### config.mk
export PLATFORM = sky130hd
export DESIGN_NAME = i2s_tx_serializer_flat
export DESIGN_NICKNAME = d
export VERILOG_FILES = /design/src/rtl/i2s_tx_serializer_if.sv /design/src/rtl/i2s_tx_serializer.sv /design/src/flat_wrapper.sv
export SDC_FILE = /design/constraint.sdc
export NUM_CORES = 1
export LEC_CHECK = 0
export CAP_MARGIN = 0
export CORE_ASPECT_RATIO = 1.4
export CORE_MARGIN = 2
export CORE_UTILIZATION = 50
export CTS_BUF_LIST = sky130_fd_sc_hd__clkbuf_4
export DETAILED_ROUTE_END_ITERATION = 6
export GPL_ROUTABILITY_DRIVEN = 0
export PLACE_DENSITY = 0.75
export SETUP_SLACK_MARGIN = 0.1
export SYNTH_ARGS = -nofsm -noshare
export SYNTH_HDL_FRONTEND = slang
export SYNTH_SLANG_ARGS = --single-unit
### constraint.sdc
create_clock -name clk -period 1.4 [get_ports clk]
set_clock_uncertainty 0.05 [all_clocks]
set_input_delay 0.14 -clock clk [delete_from_list [all_inputs] [get_ports clk]]
set_output_delay 0.14 -clock clk [all_outputs]
set_load 0.01 [all_outputs]
### src/rtl/i2s_tx_serializer_if.sv
// i2s_tx_serializer_if: groups the sample-FIFO read side and the I2S output pins
//   slave  : serializer view (pops the FIFO, drives bclk/lrck/sdata, underrun pulse)
//   master : environment view (FIFO model / pads / control)
//   With I2S_TX_UNDERRUN_CNT_EN defined, an 8-bit saturating underrun_count is added.
interface i2s_tx_serializer_if;
  logic        enable;
  logic        fifo_empty;
  logic        fifo_read;
  logic [15:0] fifo_data;
  logic        i2s_bclk;
  logic        i2s_lrck;
  logic        i2s_sdata;
  logic        underrun;
`ifdef I2S_TX_UNDERRUN_CNT_EN
  logic [7:0]  underrun_count;

  modport slave (
    input  enable, fifo_empty, fifo_data,
    output fifo_read, i2s_bclk, i2s_lrck, i2s_sdata, underrun, underrun_count
  );
  modport master (
    output enable, fifo_empty, fifo_data,
    input  fifo_read, i2s_bclk, i2s_lrck, i2s_sdata, underrun, underrun_count
  );
`else
  modport slave (
    input  enable, fifo_empty, fifo_data,
    output fifo_read, i2s_bclk, i2s_lrck, i2s_sdata, underrun
  );
  modport master (
    output enable, fifo_empty, fifo_data,
    input  fifo_read, i2s_bclk, i2s_lrck, i2s_sdata, underrun
  );
`endif
endinterface

### src/rtl/i2s_tx_serializer.sv
// i2s_tx_serializer: pops 16-bit PCM words (L,R,L,R,...) from the sample FIFO and
//   serializes them as standard I2S (BCLK = clk/BCLK_DIV, LRCK period = 2*SLOT_BITS BCLKs).
// Ports: clk, reset (sync, active-high), bus (i2s_tx_serializer_if.slave: enable,
//   fifo_empty/fifo_read/fifo_data, i2s_bclk/i2s_lrck/i2s_sdata, underrun).
// Optional: define I2S_TX_UNDERRUN_CNT_EN for bus.underrun_count (saturating, reset-only clear).
module i2s_tx_serializer #(
  parameter int BCLK_DIV  = 4,   // even, >= 4
  parameter int SLOT_BITS = 16   // 16..32
) (
  input logic                clk,
  input logic                reset,
  i2s_tx_serializer_if.slave bus
);
  localparam int DIV_W = $clog2(BCLK_DIV);
  localparam int BIT_W = $clog2(SLOT_BITS);

  logic [DIV_W-1:0]     div_cnt;
  logic [BIT_W-1:0]     bit_cnt;
  logic                 slot;
  logic [SLOT_BITS-1:0] shifter;
  logic [15:0]          hold;
  logic                 capture;   // word popped last clk is on fifo_data now
  logic                 bclk_q;
  logic                 lrck_q;

  logic run;
  logic bit_edge;
  logic slot_start;
  logic div_wrap;
  logic bit_wrap;

  assign run        = bus.enable && !reset;
  assign bit_edge   = (div_cnt == '0);   // BCLK falling edge on the registered outputs
  assign slot_start = bit_edge && (bit_cnt == '0);
  assign div_wrap   = (div_cnt == DIV_W'(BCLK_DIV - 1));
  assign bit_wrap   = (bit_cnt == BIT_W'(SLOT_BITS - 1));

  // One fetch decision per slot; never pops an empty FIFO.
  assign bus.fifo_read = run && slot_start && !bus.fifo_empty;
  assign bus.underrun  = run && slot_start &&  bus.fifo_empty;

  always_ff @(posedge clk) begin
    if (!run) begin
      div_cnt <= '0;
      bit_cnt <= '0;
      slot    <= 1'b0;
      shifter <= '0;
      hold    <= '0;
      capture <= 1'b0;
      bclk_q  <= 1'b0;
      lrck_q  <= 1'b0;
    end else begin
      div_cnt <= div_wrap ? '0 : div_cnt + DIV_W'(1);
      if (div_wrap) begin
        bit_cnt <= bit_wrap ? '0 : bit_cnt + BIT_W'(1);
        if (bit_wrap) slot <= ~slot;
      end

      bclk_q  <= (div_cnt >= DIV_W'(BCLK_DIV / 2));
      capture <= bus.fifo_read;

      // An empty fetch mutes the slot rather than replaying the previous word.
      if (bus.underrun)  hold <= '0;
      else if (capture)  hold <= bus.fifo_data;

      // Loading at bit 1 gives the I2S one-BCLK delay after the LRCK transition;
      // the shift at bit 0 of the next slot carries the LSB when SLOT_BITS is 16.
      if (bit_edge) begin
        lrck_q <= slot;
        if (bit_cnt == BIT_W'(1)) shifter <= SLOT_BITS'(hold) << (SLOT_BITS - 16);
        else                      shifter <= shifter << 1;
      end
    end
  end

  assign bus.i2s_bclk  = bclk_q;
  assign bus.i2s_lrck  = lrck_q;
  assign bus.i2s_sdata = shifter[SLOT_BITS-1];

`ifdef I2S_TX_UNDERRUN_CNT_EN
  // Survives enable toggles so firmware can read the total since reset.
  logic [7:0] urun_cnt;

  always_ff @(posedge clk) begin
    if (reset)                                    urun_cnt <= '0;
    else if (bus.underrun && urun_cnt != 8'hFF)   urun_cnt <= urun_cnt + 8'd1;
  end

  assign bus.underrun_count = urun_cnt;
`endif
endmodule

### src/flat_wrapper.sv
// flat-port wrapper written by rule: the top's interface ports become plain ports
module i2s_tx_serializer_flat 
#(
  parameter int BCLK_DIV  = 4,                
  parameter int SLOT_BITS = 16            
)
  (clk, reset, bus_enable, bus_fifo_empty, bus_fifo_data, bus_fifo_read, bus_i2s_bclk, bus_i2s_lrck, bus_i2s_sdata, bus_underrun);
  i2s_tx_serializer_if bus_i ();
  input logic clk;
  input logic reset;
  input wire logic [$bits(bus_i.enable)-1:0] bus_enable;
  input wire logic [$bits(bus_i.fifo_empty)-1:0] bus_fifo_empty;
  input wire logic [$bits(bus_i.fifo_data)-1:0] bus_fifo_data;
  output wire logic [$bits(bus_i.fifo_read)-1:0] bus_fifo_read;
  output wire logic [$bits(bus_i.i2s_bclk)-1:0] bus_i2s_bclk;
  output wire logic [$bits(bus_i.i2s_lrck)-1:0] bus_i2s_lrck;
  output wire logic [$bits(bus_i.i2s_sdata)-1:0] bus_i2s_sdata;
  output wire logic [$bits(bus_i.underrun)-1:0] bus_underrun;
  assign bus_i.enable = bus_enable;
  assign bus_i.fifo_empty = bus_fifo_empty;
  assign bus_i.fifo_data = bus_fifo_data;
  assign bus_fifo_read = bus_i.fifo_read;
  assign bus_i2s_bclk = bus_i.i2s_bclk;
  assign bus_i2s_lrck = bus_i.i2s_lrck;
  assign bus_i2s_sdata = bus_i.i2s_sdata;
  assign bus_underrun = bus_i.underrun;
  i2s_tx_serializer #(.BCLK_DIV(BCLK_DIV), .SLOT_BITS(SLOT_BITS)) u_core (.clk(clk), .reset(reset), .bus(bus_i));
endmodule
==> report_table.html, run 1 <==
<table>
<tr><th>Metric</th><th>Value</th></tr>
<tr><th colspan="2">Setup path</th></tr>
<tr><td>Slowest cell on crit path</td><td>dfxtp_2</td></tr>
<tr><td>Critical Setup Path Class</td><td>reg -&gt; out</td></tr>
<tr><td>Startpoint class of the critical path</td><td>flop</td></tr>
<tr><td>Reg2Reg Depth</td><td>7</td></tr>
<tr><td>Reg-to-Reg Start</td><td>u_core.bit_cnt[1]$_SDFFE_PP0N_</td></tr>
<tr><td>Worst EP arrival</td><td>1.40 ns</td></tr>
<tr><td>Max incr delay on CP</td><td>0.37 ns</td></tr>
<tr><td>Crit path buf inv count</td><td>2</td></tr>
<tr><td>Cells along the critical path</td><td>inv_4 -&gt; ha_4 -&gt; and3_4 -&gt; and3b_1 -&gt; buf_2</td></tr>
<tr><td>Category of cells accounting for the largest share of critical-path delay</td><td>flip-flops</td></tr>
<tr><td>Worst-path fanout max</td><td>3</td></tr>
<tr><td>Setup slack of the worst register-to-register path</td><td>-0.12 ns</td></tr>
<tr><td>Critical Path Sink Type</td><td>output pin</td></tr>
<tr><td>Critical path data required time</td><td>1.21 ns</td></tr>
<tr><td>Worst flop-to-flop path endpoint</td><td>u_core.shifter[2]$_SDFFE_PP0N_</td></tr>
<tr><th colspan="2">Timing</th></tr>
<tr><td>Final critical-path setup slack</td><td>-0.193 ns</td></tr>
<tr><td>Measured slew at the worst slew-check pin</td><td>0.300 ns</td></tr>
<tr><td>Headroom to the max-slew limit</td><td>80.0%</td></tr>
<tr><td>Final Hold Slack</td><td>0.328 ns</td></tr>
<tr><td>Final number of hold-violating endpoints</td><td>0</td></tr>
<tr><td>Final count of pins violating max slew</td><td>0</td></tr>
<tr><td>Final count of negative-setup-slack endpoints</td><td>33</td></tr>
<tr><td>Share of the clock period used by the worst path after layout</td><td>114%</td></tr>
<tr><td>Unrepaired setup endpoints after global routing</td><td>true</td></tr>
<tr><td>Min cycle time layout</td><td>1.59 ns</td></tr>
<tr><td>Maximum operating frequency</td><td>628 MHz</td></tr>
<tr><th colspan="2">Route</th></tr>
<tr><td>Final wirelength</td><td>3800 um</td></tr>
<tr><td>Post-DRT Antenna Nets</td><td>0</td></tr>
<tr><td>Vias per inst</td><td>5.30</td></tr>
<tr><td>Number of detailed-route iterations in the first pass</td><td>4</td></tr>
<tr><td>DRC</td><td>0</td></tr>
<tr><td>Via Count</td><td>1463</td></tr>
<tr><td>DRT iter0 DRCs</td><td>29</td></tr>
<tr><td>Average wire length per cell after detail routing</td><td>13.8 um</td></tr>
<tr><th colspan="2">Layout</th></tr>
<tr><td>Number of cells in the finished layout apart from fillers</td><td>276</td></tr>
<tr><td>Share of final-layout standard cells stronger than drive strength 1</td><td>22.5%</td></tr>
<tr><td>Combined flip-flop and latch cell area</td><td>848 sq um</td></tr>
<tr><td># fillers</td><td>262</td></tr>
<tr><td>Leading cell type in the layout, fill and taps excluded</td><td>dfxtp_1</td></tr>
<tr><td>Most used cells in the layout excluding fill and tap cells</td><td>dfxtp_1, nand2_1, nor2_1</td></tr>
<tr><td>Count of inserted antenna diode cells</td><td>0</td></tr>
<tr><td>Total number of nets in the final design</td><td>261</td></tr>
<tr><td>Syn-to-layout area delta</td><td>32.3%</td></tr>
<tr><td>Multi-input gate area</td><td>891 sq um</td></tr>
<tr><td>Final core area utilization</td><td>69.1%</td></tr>
<tr><th colspan="2">Synthesis</th></tr>
<tr><td>Netlist area before placement</td><td>1750 sq um</td></tr>
<tr><td>Count of distinct cell types in the synthesized netlist</td><td>27</td></tr>
<tr><td>Gate count of the mapped netlist</td><td>194</td></tr>
<tr><td>Synthesized net count</td><td>220</td></tr>
<tr><td>Proportion of register bits with asynchronous set or reset after synthesis</td><td>0%</td></tr>
<tr><td>Leading register cell type out of synthesis</td><td>dfxtp_1</td></tr>
<tr><td>Post-synth EDFFs</td><td>0</td></tr>
<tr><td>Mean post-synth cell area</td><td>9.01 sq um</td></tr>
<tr><td>Sequential area share after synthesis</td><td>48.1%</td></tr>
<tr><td>Flip-flop and latch count after synthesis</td><td>42</td></tr>
<tr><td>Synthesis warning total</td><td>0</td></tr>
<tr><th colspan="2">Floorplanning</th></tr>
<tr><td>Number of ports placed on the die boundary</td><td>25</td></tr>
<tr><td>Die area</td><td>3990 sq um</td></tr>
<tr><td>Number of rows in the core area</td><td>25</td></tr>
<tr><td>Horizontal die dimension</td><td>54.0 um</td></tr>
<tr><td>Effective utilization at floorplan</td><td>52.2%</td></tr>
<tr><td>Chip height</td><td>74.0 um</td></tr>
<tr><td>Core footprint</td><td>3350 sq um</td></tr>
<tr><th colspan="2">Hold path</th></tr>
<tr><td>Worst min-delay path startpoint</td><td>bus_fifo_data[9]</td></tr>
<tr><td>Worst min path class</td><td>in -&gt; reg</td></tr>
<tr><td>Capture endpoint of the worst hold path</td><td>u_core.hold[9]$_SDFFE_PP0P_</td></tr>
<tr><td>Count of cells along the worst hold path</td><td>3</td></tr>
<tr><th colspan="2">Clock network</th></tr>
<tr><td>Buffer cell driving the clock tree root</td><td>clkbuf_4</td></tr>
<tr><td>Max H-tree Level</td><td>2</td></tr>
<tr><td>Clk_lat worst skew</td><td>0.36 ns</td></tr>
<tr><td>Clock net sink count</td><td>42</td></tr>
<tr><td>Number of hold buffers added after CTS</td><td>0</td></tr>
<tr><td>CTS tree</td><td>built</td></tr>
<tr><td>Maximum buffer depth of the clock tree</td><td>2</td></tr>
<tr><td>CTS Buf Count</td><td>5</td></tr>
<tr><td>Clock transition at path regs</td><td>0.13 ns</td></tr>
<tr><th colspan="2">Status</th></tr>
<tr><td>Failing checks</td><td>setup timing</td></tr>
<tr><td>Status</td><td>finished with violations</td></tr>
<tr><th colspan="2">Power and ir drop</th></tr>
<tr><td>IR Drop Worst-Case VDD</td><td>0.771 mV</td></tr>
<tr><td>Standby leakage power</td><td>0.821 nW</td></tr>
<tr><td>Final Total Pwr</td><td>2.06 mW</td></tr>
<tr><td>Pwr dens</td><td>890 nW/um^2</td></tr>
<tr><th colspan="2">Global routing</th></tr>
<tr><td>Grt total ovfl</td><td>0</td></tr>
<tr><td>Number of antenna violations at the first check in global routing</td><td>0</td></tr>
<tr><td>Global-route wire length before repair</td><td>5910 um</td></tr>
<tr><td>Total global-route track usage</td><td>20.8%</td></tr>
<tr><td>Maximum number of pins on one net before global-route repair</td><td>35</td></tr>
<tr><td>Number of global-route vias before repair</td><td>1418</td></tr>
<tr><th colspan="2">Placement</th></tr>
<tr><td>Cell total after placement</td><td>265</td></tr>
<tr><td>Port-buffer cells</td><td>24</td></tr>
<tr><td>Detailed placer's ending HPWL</td><td>2620 um</td></tr>
<tr><th colspan="2">Run</th></tr>
<tr><td>Reported max-cap violation count</td><td>0</td></tr>
</table>
-- power by group --
| part | internal (mW) | total (mW) | switching (mW) | leakage, nW |
|---|---|---|---|---|
| logic | 0.120 | 0.216 | 0.0963 | 0.444 |
| registers | 1.22 | 1.23 | 0.0136 | 0.342 |
| clock network | 0.217 | 0.609 | 0.393 | 0.0356 |
| total | 1.55 | 2.06 | 0.503 | 0.821 |
-- registers in the layout, summed over array words and instances (netlist names) --
signal	flops
u_core.bus.i2s_lrck	1
u_core.slot	1
u_core.capture	1
u_core.div_cnt	2
u_core.bit_cnt	4
u_core.bus.i2s_bclk	1
u_core.hold	16
u_core.shifter	16
-- cell families after synthesis --
group | after synthesis | synth area share (%)
compound gates | 36 | 11.7
simple gates | 72 | 18.9
buf+inv | 18 | 5.73
mux | 18 | 10.3
xor+xnor | 2 | 1.00
fa+ha+maj | 6 | 4.29
flops | 42 | 48.1
-- cell usage after synthesis, types with 3 or more instances --
cell type  instances  share of area, %
clkbuf_1           5               1.1
nand2_1           32               6.9
a31oi_1           15               5.4
nand2b_1           3               1.1
buf_2              5               1.4
nor2_1            23               4.9
a21oi_1            4               1.1
ha_1               6               4.3
mux2i_1           18                10
dfxtp_1           42                48
inv_1              3              0.64
o21ai_0           16               4.6
nand3_1            3              0.86
buf_6              3               1.9
-- area by class of cell --
cell class	instances	area share, %
inverters	4	0.866
clock buffers	6	1.95
multi-input cells	134	38.5
repair buffers	48	19.2
flip-flops and latches	42	36.7
well taps	40	2.16
clock inverters	2	0.595
-- through the flow --
| step | setup WS, ns | instance area, sq um | TNS [ns] |
|---|---|---|---|
| after floorplan | -0.00579 | 1770 | -0.0579 |
| after global placement | -0.424 | 2140 | -1.87 |
| after detailed placement | -0.472 | 2140 | -3.42 |
| after CTS | -0.196 | 2270 | -2.42 |
| after global routing | -0.241 | 2310 | -4.36 |
| final | -0.193 | 2310 | -2.62 |
-- tightest hold or removal path: cells and delay by family --
family / cells / cell delay [ns]
AND/OR/NAND/NOR: 1 / 0.05
buffers and inverters: 1 / 0.40
multiplexers: 1 / 0.13
-- routing by layer --
| metal | track usage, % | vias to the layer above | share of wire (%) | routed length, um |
|---|---|---|---|---|
| met5 | 0 | - | 0 | 0 |
| li1 | - | 742 | - | - |
| met1 | 19.2 | 697 | 38 | 1460 |
| met4 | 9.17 | 0 | 1.8 | 69 |
| met2 | 39.6 | 17 | 57 | 2180 |
| met3 | 6.83 | 7 | 2.6 | 98 |
-- worst max-delay path by stage --
stage,startpoint,end,slack [ns],cells after the start
2_1_floorplan,u_core.bit_cnt[1]$_SDFFE_PP0N_,u_core.shifter[10]$_SDFFE_PP0N_,-0.006,7
3_3_place_gp,bus_enable,bus_fifo_read,-0.42,5
3_5_place_dp,bus_enable,bus_fifo_read,-0.47,5
4_1_cts,u_core.bit_cnt[0]$_SDFFE_PP0N_,bus_fifo_read,-0.20,5
5_1_grt,u_core.bit_cnt[1]$_SDFFE_PP0N_,bus_fifo_read,-0.24,5
6_report,u_core.bit_cnt[1]$_SDFFE_PP0N_,bus_fifo_read,-0.19,5
-- timing repair --
item | in CTS | in global routing
buffers inserted | 3 | 0
cloned | 0 | 1
setup endpoints to repair | 40 | 38
pin swaps | 5 | 4
resized for setup | 26 | 11
(Power assumes the default switching activity.)
==> run 2: changes to the inputs <==
Settings changed: SLEW_MARGIN set to 10.
==> results of run 2 <==
No change in the layout: final DEF, timing and power equal those of run 1.
